File: config.mk
export PLATFORM = sky130hd
export DESIGN_NAME = bram_porta_writer
export DESIGN_NICKNAME = d
export VERILOG_FILES = /design/src/rtl/bram_if_pkg.sv /design/src/rtl/wr_skid_fifo2.sv /design/src/rtl/bram_porta_writer.sv
export SDC_FILE = /design/constraint.sdc
export NUM_CORES = 1
export LEC_CHECK = 0
export BUFFER_PORTS_ARGS = -buffer_cell sky130_fd_sc_hd__buf_4
export CAP_MARGIN = 10
export CORE_MARGIN = 2
export CORE_UTILIZATION = 40
export CTS_CLUSTER_DIAMETER = 150
export CTS_CLUSTER_SIZE = 40
export DETAILED_ROUTE_END_ITERATION = 12
export MAX_ROUTING_LAYER = met4
export PLACE_DENSITY_LB_ADDON = 0.2
export SLEW_MARGIN = 25
export SYNTH_ARGS = -nofsm -noshare
export SYNTH_HDL_FRONTEND = slang
export SYNTH_SLANG_ARGS = --single-unit
export TNS_END_PERCENT = 10
File: constraint.sdc
create_clock -name writeclk -period 8.4 [get_ports writeclk]
set_input_delay 0.84 -clock writeclk [delete_from_list [all_inputs] [get_ports writeclk]]
set_output_delay 0.84 -clock writeclk [all_outputs]
set_load 0.05 [all_outputs]
File: src/rtl/bram_if_pkg.sv
// Shared definitions for the port-A writer and the port-B capture side of the
// burst BRAM.
//   BRAM_DATA_W  : word width, identical on both sides of the RAM
//   BRAM_ADDR_W  : default BRAM address width (depth = 2**BRAM_ADDR_W)
//   wr_state_t   : writer control states
package bram_if_pkg;

    localparam int BRAM_DATA_W = 32;
    localparam int BRAM_ADDR_W = 10;

    typedef enum logic [1:0] {
        IDLE  = 2'd0,
        WRITE = 2'd1,
        DONE  = 2'd2
    } wr_state_t;

endpackage

File: src/rtl/wr_skid_fifo2.sv
// Two-entry FIFO between the upstream handshake and the BRAM port-A writer.
//   clk    : clock, rising edge
//   rst    : asynchronous active-high clear (contents, pointers, count)
//   push   : write din this cycle (ignored when full unless also popping)
//   pop    : drop the head entry this cycle (ignored when empty)
//   din    : data to push
//   dout   : current head entry (valid when !empty)
//   count  : number of stored entries, 0..2
//   empty  : count == 0
//   full   : count == 2
// Push and pop in the same cycle are allowed and leave the count unchanged.
module wr_skid_fifo2 #(
    parameter int W = 32
) (
    input  logic         clk,
    input  logic         rst,
    input  logic         push,
    input  logic         pop,
    input  logic [W-1:0] din,
    output logic [W-1:0] dout,
    output logic [1:0]   count,
    output logic         empty,
    output logic         full
);

    logic [W-1:0] mem_reg [2];
    logic         wr_ptr_reg;
    logic         rd_ptr_reg;
    logic [1:0]   count_reg;
    logic [1:0]   wen;
    logic         do_push;
    logic         do_pop;

    assign empty   = (count_reg == 2'd0);
    assign full    = (count_reg == 2'd2);
    assign count   = count_reg;
    assign dout    = mem_reg[rd_ptr_reg];

    // A full FIFO may still take a word when the head leaves in the same cycle.
    assign do_push = push && (!full || pop);
    assign do_pop  = pop && !empty;

    for (genvar gi = 0; gi < 2; gi++) begin : g_wen
        assign wen[gi] = do_push && (wr_ptr_reg == 1'(gi));
    end

    always_ff @(posedge clk or posedge rst) begin
        if (rst) begin
            for (int i = 0; i < 2; i++) begin
                mem_reg[i] <= '0;
            end
        end else begin
            for (int i = 0; i < 2; i++) begin
                if (wen[i]) begin
                    mem_reg[i] <= din;
                end
            end
        end
    end

    always_ff @(posedge clk or posedge rst) begin
        if (rst) begin
            wr_ptr_reg <= 1'b0;
            rd_ptr_reg <= 1'b0;
            count_reg  <= 2'd0;
        end else begin
            if (do_push) begin
                wr_ptr_reg <= ~wr_ptr_reg;
            end
            if (do_pop) begin
                rd_ptr_reg <= ~rd_ptr_reg;
            end
            case ({do_push, do_pop})
                2'b10:   count_reg <= count_reg + 2'd1;
                2'b01:   count_reg <= count_reg - 2'd1;
                default: count_reg <= count_reg;
            endcase
        end
    end

endmodule

File: src/rtl/bram_porta_writer.sv
// Burst writer for BRAM port A.
//   writeclk      : clock, rising edge
//   rst           : asynchronous active-high reset; drops any buffered words
//   start         : one-cycle pulse, honoured only in IDLE
//   base_addr     : first write address of the burst
//   word_count    : burst length, 0..2**ADDR_W
//   din_valid/din : upstream word, taken when din_ready is also high
//   din_ready     : block can accept din this cycle (registered state only)
//   hold          : arbiter stall; no port-A write is issued while high
//   ena/wea/addra/dina : registered BRAM port-A controls
//   busy          : high while in WRITE
//   done          : one-cycle pulse after the last write was issued
//   words_written : writes issued in the current or most recent burst
// Words flow din -> 2-entry FIFO -> port-A registers; one write per cycle,
// addresses increment from base_addr and wrap at the top of the RAM.
module bram_porta_writer
    import bram_if_pkg::*;
#(
    parameter int ADDR_W = BRAM_ADDR_W,
    parameter int DATA_W = BRAM_DATA_W
) (
    input  logic              writeclk,
    input  logic              rst,
    input  logic              start,
    input  logic [ADDR_W-1:0] base_addr,
    input  logic [ADDR_W:0]   word_count,
    input  logic              din_valid,
    input  logic [DATA_W-1:0] din,
    output logic              din_ready,
    input  logic              hold,
    output logic              ena,
    output logic              wea,
    output logic [ADDR_W-1:0] addra,
    output logic [DATA_W-1:0] dina,
    output logic              busy,
    output logic              done,
    output logic [ADDR_W:0]   words_written
);

    localparam int CNT_W = ADDR_W + 1;

    wr_state_t         state_reg, state_next;
    logic [ADDR_W-1:0] wr_addr_reg;
    logic [CNT_W-1:0]  rem_accept_reg;
    logic [CNT_W-1:0]  rem_write_reg;
    logic [CNT_W-1:0]  words_written_reg;
    logic              ena_reg;
    logic              wea_reg;
    logic [ADDR_W-1:0] addra_reg;
    logic [DATA_W-1:0] dina_reg;

    logic [DATA_W-1:0] fifo_dout;
    logic [1:0]        fifo_count;
    logic              fifo_empty;
    logic              fifo_full;

    logic in_idle;
    logic in_write;
    logic accept;
    logic issue;
    logic last_issue;

    assign in_idle  = (state_reg == IDLE);
    assign in_write = (state_reg == WRITE);

    // Only words still owed to this burst are taken; extras stay upstream.
    assign din_ready  = in_write && (fifo_count != 2'd2) && (rem_accept_reg != '0);
    assign accept     = din_valid && din_ready;
    assign issue      = in_write && !fifo_empty && !hold && (rem_write_reg != '0);
    assign last_issue = issue && (rem_write_reg == CNT_W'(1));

    wr_skid_fifo2 #(
        .W (DATA_W)
    ) u_fifo (
        .clk   (writeclk),
        .rst   (rst),
        .push  (accept && !fifo_full),
        .pop   (issue),
        .din   (din),
        .dout  (fifo_dout),
        .count (fifo_count),
        .empty (fifo_empty),
        .full  (fifo_full)
    );

    always_comb begin
        state_next = state_reg;
        busy       = 1'b0;
        done       = 1'b0;
        unique case (state_reg)
            IDLE: begin
                if (start) begin
                    // An empty burst completes without touching the RAM.
                    state_next = (word_count != '0) ? WRITE : DONE;
                end
            end
            WRITE: begin
                busy = 1'b1;
                if (last_issue) begin
                    state_next = DONE;
                end
            end
            DONE: begin
                done       = 1'b1;
                state_next = IDLE;
            end
            default: begin
                state_next = IDLE;
            end
        endcase
    end

    always_ff @(posedge writeclk or posedge rst) begin
        if (rst) begin
            state_reg         <= IDLE;
            wr_addr_reg       <= '0;
            rem_accept_reg    <= '0;
            rem_write_reg     <= '0;
            words_written_reg <= '0;
            ena_reg           <= 1'b0;
            wea_reg           <= 1'b0;
            addra_reg         <= '0;
            dina_reg          <= '0;
        end else begin
            state_reg <= state_next;
            ena_reg   <= issue;
            wea_reg   <= issue;

            if (in_idle && start) begin
                wr_addr_reg       <= base_addr;
                rem_accept_reg    <= word_count;
                rem_write_reg     <= word_count;
                words_written_reg <= '0;
            end else begin
                if (accept) begin
                    rem_accept_reg <= rem_accept_reg - CNT_W'(1);
                end
                // Address and data keep their last values on idle cycles.
                if (issue) begin
                    addra_reg         <= wr_addr_reg;
                    dina_reg          <= fifo_dout;
                    wr_addr_reg       <= wr_addr_reg + ADDR_W'(1);
                    rem_write_reg     <= rem_write_reg - CNT_W'(1);
                    words_written_reg <= words_written_reg + CNT_W'(1);
                end
            end
        end
    end

    assign ena           = ena_reg;
    assign wea           = wea_reg;
    assign addra         = addra_reg;
    assign dina          = dina_reg;
    assign words_written = words_written_reg;

endmodule

; After elaboration in Yosys (flattened, before gate mapping)
; Index checks and enable logic that the tools add are counted.
[word_totals]
ff_bits = 156
inputBits = 58
[classes]
n_addsub = 6
n_lt_le_gt_ge = 1
eq_ne = 9
muxes = 18
bitwise_logic = 4
n_reduce_logical = 27
[op_table]
columns = cell, count
row1 = $mux 32, 3
row2 = $mux 11, 6
row3 = $reduce_bool 11->1, 3
row4 = $sub 11x1->11 const B, 2
row5 = $mux 10, 2
row6 = $logic_and 1x1->1, 13
row7 = $add 11x1->11 const B, 1
row8 = $eq 11x1->1 const B, 1
row9 = $add 10x1->10 const B, 1
row10 = $pmux 2 s2, 2
row11 = $eq 2x2->1 const B, 3
row12 = $mux 2, 3
row13 = $reduce_bool 2->1, 3
row14 = $eq 2x1->1 const B, 2
row15 = $logic_not 2->1, 2
row16 = $ne 2x2->1 const B, 2
row17 = $reduce_and 2->1, 2
row18 = $logic_not 1->1, 3
row19 = $not 1->1, 3
row20 = $add 2x1->2 const B, 1
row21 = $ge 2x2->1 const B, 1
row22 = $mux 1, 2
row23 = $ne 2x1->1 const B, 1
row24 = $not 1->2, 1
row25 = 2 further kinds, 2

; Depth between registers and ports, before layout
[depth]
depth_word = 9
mapped_depth = 13

; Hierarchy
; Synthesis repeated with hierarchy kept, for this count alone.
[hier_totals]
hier_cells = 656
hier_area_um2 = 7263.2
[modules_own_cells]
columns = module, n_inst, cells_per_inst, area_each_um2
row1 = bram_porta_writer, 1, 466, 4260.3
row2 = wr_skid_fifo2, 1, 190, 3002.9

; Worst setup path after synthesis
; Ideal clock, no wire load.
[synth_path]
path_kind = register to register
from = register rem_write_reg[0]
to = register u_fifo.count_reg[1] (netlist: u_fifo.count[1])
setup_ns = 0.079
arrival_ns = 2.679
required_time_ns = 8.321
setup_slack_ns = 5.642
stages_incl_launch_ff = 13
path_buffers = 3
cell_sequence = dfrtp_1 -> inv_1 -> ha_1 -> or4b_1 -> or4_4 -> buf_6 -> nand2_4 -> buf_6 -> buf_2 -> inv_1 -> ha_1 -> nor2_1 -> xor2_1
[synth_via]
elab_cells_between_ends = 9
cone_classes = eq/ne (2) / mux (1) / reduce/logical (6)
[synth_lines]
columns = item, line
row1 = from (decl), bram_porta_writer.sv:45  ; logic [CNT_W-1:0] rem_write_reg;
row2 = from (signal assigned), bram_porta_writer.sv:132  ; rem_write_reg <= word_count;
row3 = from (signal assigned), bram_porta_writer.sv:143  ; rem_write_reg <= rem_write_reg - CNT_W'(1);
row4 = $reduce_bool 11->1 (*), bram_porta_writer.sv:69  ; assign issue = in_write && !fifo_empty && !hold && (rem_write_reg != '0);
row5 = $logic_and 1x1->1 (*), bram_porta_writer.sv:69
row6 = $logic_and 1x1->1 (*), wr_skid_fifo2.sv:41  ; assign do_pop = pop && !empty;
row7 = net u_fifo.do_pop, wr_skid_fifo2.sv:32  ; logic do_pop;
row8 = $eq 2x1->1 or $eq 2x2->1 (tied branches), wr_skid_fifo2.sv:73  ; case ({do_push, do_pop})
row9 = $pmux 2 s2 or $reduce_bool 2->1 (tied branches), n/a
row10 = to (signal assigned), wr_skid_fifo2.sv:74  ; 2'b10: count_reg <= count_reg + 2'd1;
row11 = to (signal assigned), wr_skid_fifo2.sv:75  ; 2'b01: count_reg <= count_reg - 2'd1;
row12 = to (signal assigned), wr_skid_fifo2.sv:76  ; default: count_reg <= count_reg;
row13 = to (decl), wr_skid_fifo2.sv:29  ; logic [1:0] count_reg;
; The timed path passes the listed nets; every way through them passes the cells marked *.
; A chain may end at the register's enable or synchronous reset.

; Worst setup path in the final report
[layout_path]
from = register rem_write_reg[0]
to = register wr_addr_reg[7]
[layout_via]
elab_chain_cells = 3
[layout_lines]
columns = item, line
row1 = $reduce_bool 11->1, bram_porta_writer.sv:69
row2 = $logic_and 1x1->1, bram_porta_writer.sv:69
row3 = $reduce_bool 2->1 (no line), n/a
row4 = to (signal assigned), bram_porta_writer.sv:130  ; wr_addr_reg <= base_addr;
row5 = to (signal assigned), bram_porta_writer.sv:142  ; wr_addr_reg <= wr_addr_reg + ADDR_W'(1);
row6 = to (decl), bram_porta_writer.sv:43  ; logic [ADDR_W-1:0] wr_addr_reg;
; Every way passes these cells.

==> reports/metrics.cfg <==
[status]
outcome = finished, final reports clean

[clock_tree]
cts_buffers = 17
cts_setup_buffers = 0
clock_path_buffers = 2
post_cts_resize_count = 0
clkSinkCount = 156
htreeDepth = 4
clk_pin_slew_ns = 0.06
cts_root_buffer = clkbuf_16
postCtsHoldBufs = 0
clock_latency_ns = 0.42
cts_tree = done

[min_path]
hold_path_class = reg2reg

[timing]
hold_viol = 0
fin_setup_tns_ns = 0
worst_pin_slew_ns = 0.977
hold_slack_ns = 0.478
maxSlewHeadroom = 0.343
rsz0062_at_grt = false
maxSlewViolCount = 0
layout_min_cycle_time_ns = 3.48
max_freq_mhz = 288
clock_skew_ns = 0.00697
setup_viol_count_final = 0
period_share = 0.414

[placement]
dp_cells = 940
portBuffers = 115
place_hpwl_um = 10400
gp_congestion = 0.843

[finish]
antennaDiodeCount = 0
area_growth_pct = 22.9
fin_cells = 973
largest_reg_flops = 64
fillers = 1581
drive_above_1_share = 0.303
layout.nets = 800

[logic_synthesis]
ys_seq_area_frac = 0.559
async_flop_share = 1.00
yosysWarnings = 0
synth_adder_area_share = 0.0108
synth_flop_cell = dfrtp_1
synth-seq-cells = 156
avgSynthCellArea_sq_um = 11.1
synthSimpleGateAreaFrac = 0.139
synthesis.area_sq_mm = 0.00698
synth_top_family_by_area = multiplexers
synth_nets = 692
synth.distinct_cells = 54
synth-compound-area-share = 0.0934
synth_edf_count = 0
synth_xor_area_frac = 0.0151
synth_mux_area_frac = 0.151
syn-instance-count = 628

[floorplanning]
io_pins = 116
core_sq_mm = 0.0172
die-area_sq_mm = 0.0185
fp.dieW_um = 136
start_util = 0.407
rows = 48
die_height_um = 136

[setup_path]
cpPeakStageDelay_ns = 0.70
start_kind = flop
cp.arrival_ns = 3.78
critPathSlowestCell = nand2_4
critPathRequiredTime_ns = 8.70
end_kind = flop
path_max_fanout = 94
critPathTopFamily = simple AND/OR/NAND/NOR gates
crit_type = reg2reg
cp_cell_sequence = inv_1 > ha_1 > or4b_1 > or4_4 > nand2_4 > inv_2 > a21o_1 > a221o_1
crit_buf_inv = 2

[global_routing]
grt_first_pass_wirelength_um = 25800
met2_usage = 0.292
overflow = 0
grt_use_met1 = 0.233
grt_use_total = 0.185
antenna_found_initial = 0
grt-busiest-layer = met2
grt_start_max_net_pins = 95
gr-usage-met3 = 0.0474
grt_pass1_vias = 5090

[power]
max-vdd-ir-drop_mv = 0.204
powerDensity_mw_per_mm2 = 421
p_leak_uw = 0.00394

[drt]
vias = 5111
drt_iter0_markers = 337
routed_via_density = 5.25
ant_nets = 0
drt-pass1-iter-count = 4
drc = 0
drt_wl_total_um = 15800
wl_per_cell_um = 16.2

[flow_run]
cap_violations = 0

## cell families (layout without fill, tap and decap cells)
kind of cell             after synthesis  after routing
AO/OA/AOI/OAI                        105            105
XOR/XNOR                              12             12
adder cells (fa/ha/maj)                6              6
buffers and inverters                 44            164
flip-flops                           156            156
multiplexers                          97             97
AND/OR/NAND/NOR                      208            208
## layer usage
metal | wire (um) | vias to the layer above
met1 | 6970 | 2522
li1 | - | 2444
met3 | 960 | 19
met5 | 0 | -
met2 | 7600 | 126
met4 | 262 | 0
## power by group
| group | total (uW) | switching, uW | internal, uW |
|---|---|---|---|
| clock network | 706 | 295 | 410 |
| logic | 1540 | 923 | 615 |
| registers | 1370 | 264 | 1100 |
## worst min-delay path, stage by stage (launching register included)
cell	delay (ns)
dfrtp_1	0.34
nand2_1	0.05
nand2_1	0.05
## layout make-up
type	instances	area, sq um	share of cell area
tap	225	282	0.0328
multi-input combinational	428	2860	0.334
clock buffer	19	443	0.0516
inverter	13	53.8	0.00627
timing repair buffer	120	937	0.109
sequential	156	3910	0.455
clock inverter	12	100	0.0117
## path summary, 6_finish.rpt
kind                                              start                            end  slack, ns  cells after the start
min in group asynchronous                           rst   words_written[4]$_DFFE_PP0P_       0.51                      2
hold / removal                     addra[0]$_DFFE_PP0P_           addra[0]$_DFFE_PP0P_       0.48                      2
max in group asynchronous                           rst  u_fifo.rd_ptr_reg$_DFFE_PP0P_       6.68                      3
hold reg to reg                    addra[0]$_DFFE_PP0P_           addra[0]$_DFFE_PP0P_       0.48                      2
setup reg to reg           rem_write_reg[0]$_DFFE_PP0P_     wr_addr_reg[7]$_DFFE_PP0P_       4.92                      8
setup / recovery           rem_write_reg[0]$_DFFE_PP0P_     wr_addr_reg[7]$_DFFE_PP0P_       4.92                      8
## placed cells by master (no fill, tap or decap), types with 6 or more instances in the layout
cell	Yosys	layout
dfrtp_1	156	155
nor2_1	23	23
mux2i_1	33	33
xnor2_1	7	7
o21ai_0	52	52
inv_1	11	10
clkinv_2	0	6
nor4_1	13	13
nand3_1	23	23
nor3_1	13	13
ha_1	6	6
buf_4	5	117
a21oi_1	9	9
nand2_1	106	106
o311ai_0	6	6
mux2_2	64	64
clkbuf_16	0	17
o211ai_1	13	13
## through the flow
step	total power [uW]	area [sq um]	setup WS, ns	util
after floorplan	2500	6980	3.35	-
after global placement	2860	7990	4.97	0.465
after detailed placement	2910	7990	4.88	0.465
after CTS	3630	8530	4.89	0.497
after global routing	3860	8580	4.69	0.500
final	3610	8580	4.92	0.500
## cell usage after synthesis, types with 2 or more instances
| master | n | area [sq um] |
|---|---|---|
| nor3_1 | 13 | 65.1 |
| a221o_1 | 3 | 30.0 |
| a21oi_1 | 9 | 45.0 |
| and3_1 | 4 | 25.0 |
| o21a_1 | 2 | 15.0 |
| nor2b_1 | 2 | 12.5 |
| xnor2_1 | 7 | 61.3 |
| nor2_1 | 23 | 86.3 |
| o21ai_1 | 2 | 10.0 |
| mux2_2 | 64 | 721 |
| nand4_1 | 2 | 12.5 |
| buf_6 | 4 | 45.0 |
| nand2b_1 | 3 | 18.8 |
| o311ai_0 | 6 | 52.6 |
| dfrtp_1 | 156 | 3900 |
| nor4_1 | 13 | 81.3 |
| o21ai_0 | 52 | 260 |
| clkbuf_1 | 12 | 45.0 |
| nand3_1 | 23 | 115 |
| mux2i_1 | 33 | 330 |
| ha_1 | 6 | 75.1 |
| nand2_1 | 106 | 398 |
| buf_2 | 10 | 50.1 |
| or3_1 | 5 | 31.3 |
| o211ai_1 | 13 | 97.6 |
| or4_4 | 2 | 22.5 |
| a31oi_1 | 2 | 12.5 |
| a21o_1 | 5 | 37.5 |
| inv_1 | 11 | 41.3 |
| buf_4 | 5 | 37.5 |
| and4_1 | 2 | 17.5 |
| xor2_1 | 5 | 43.8 |
| or2_2 | 2 | 12.5 |
(Power assumes the default switching activity.)
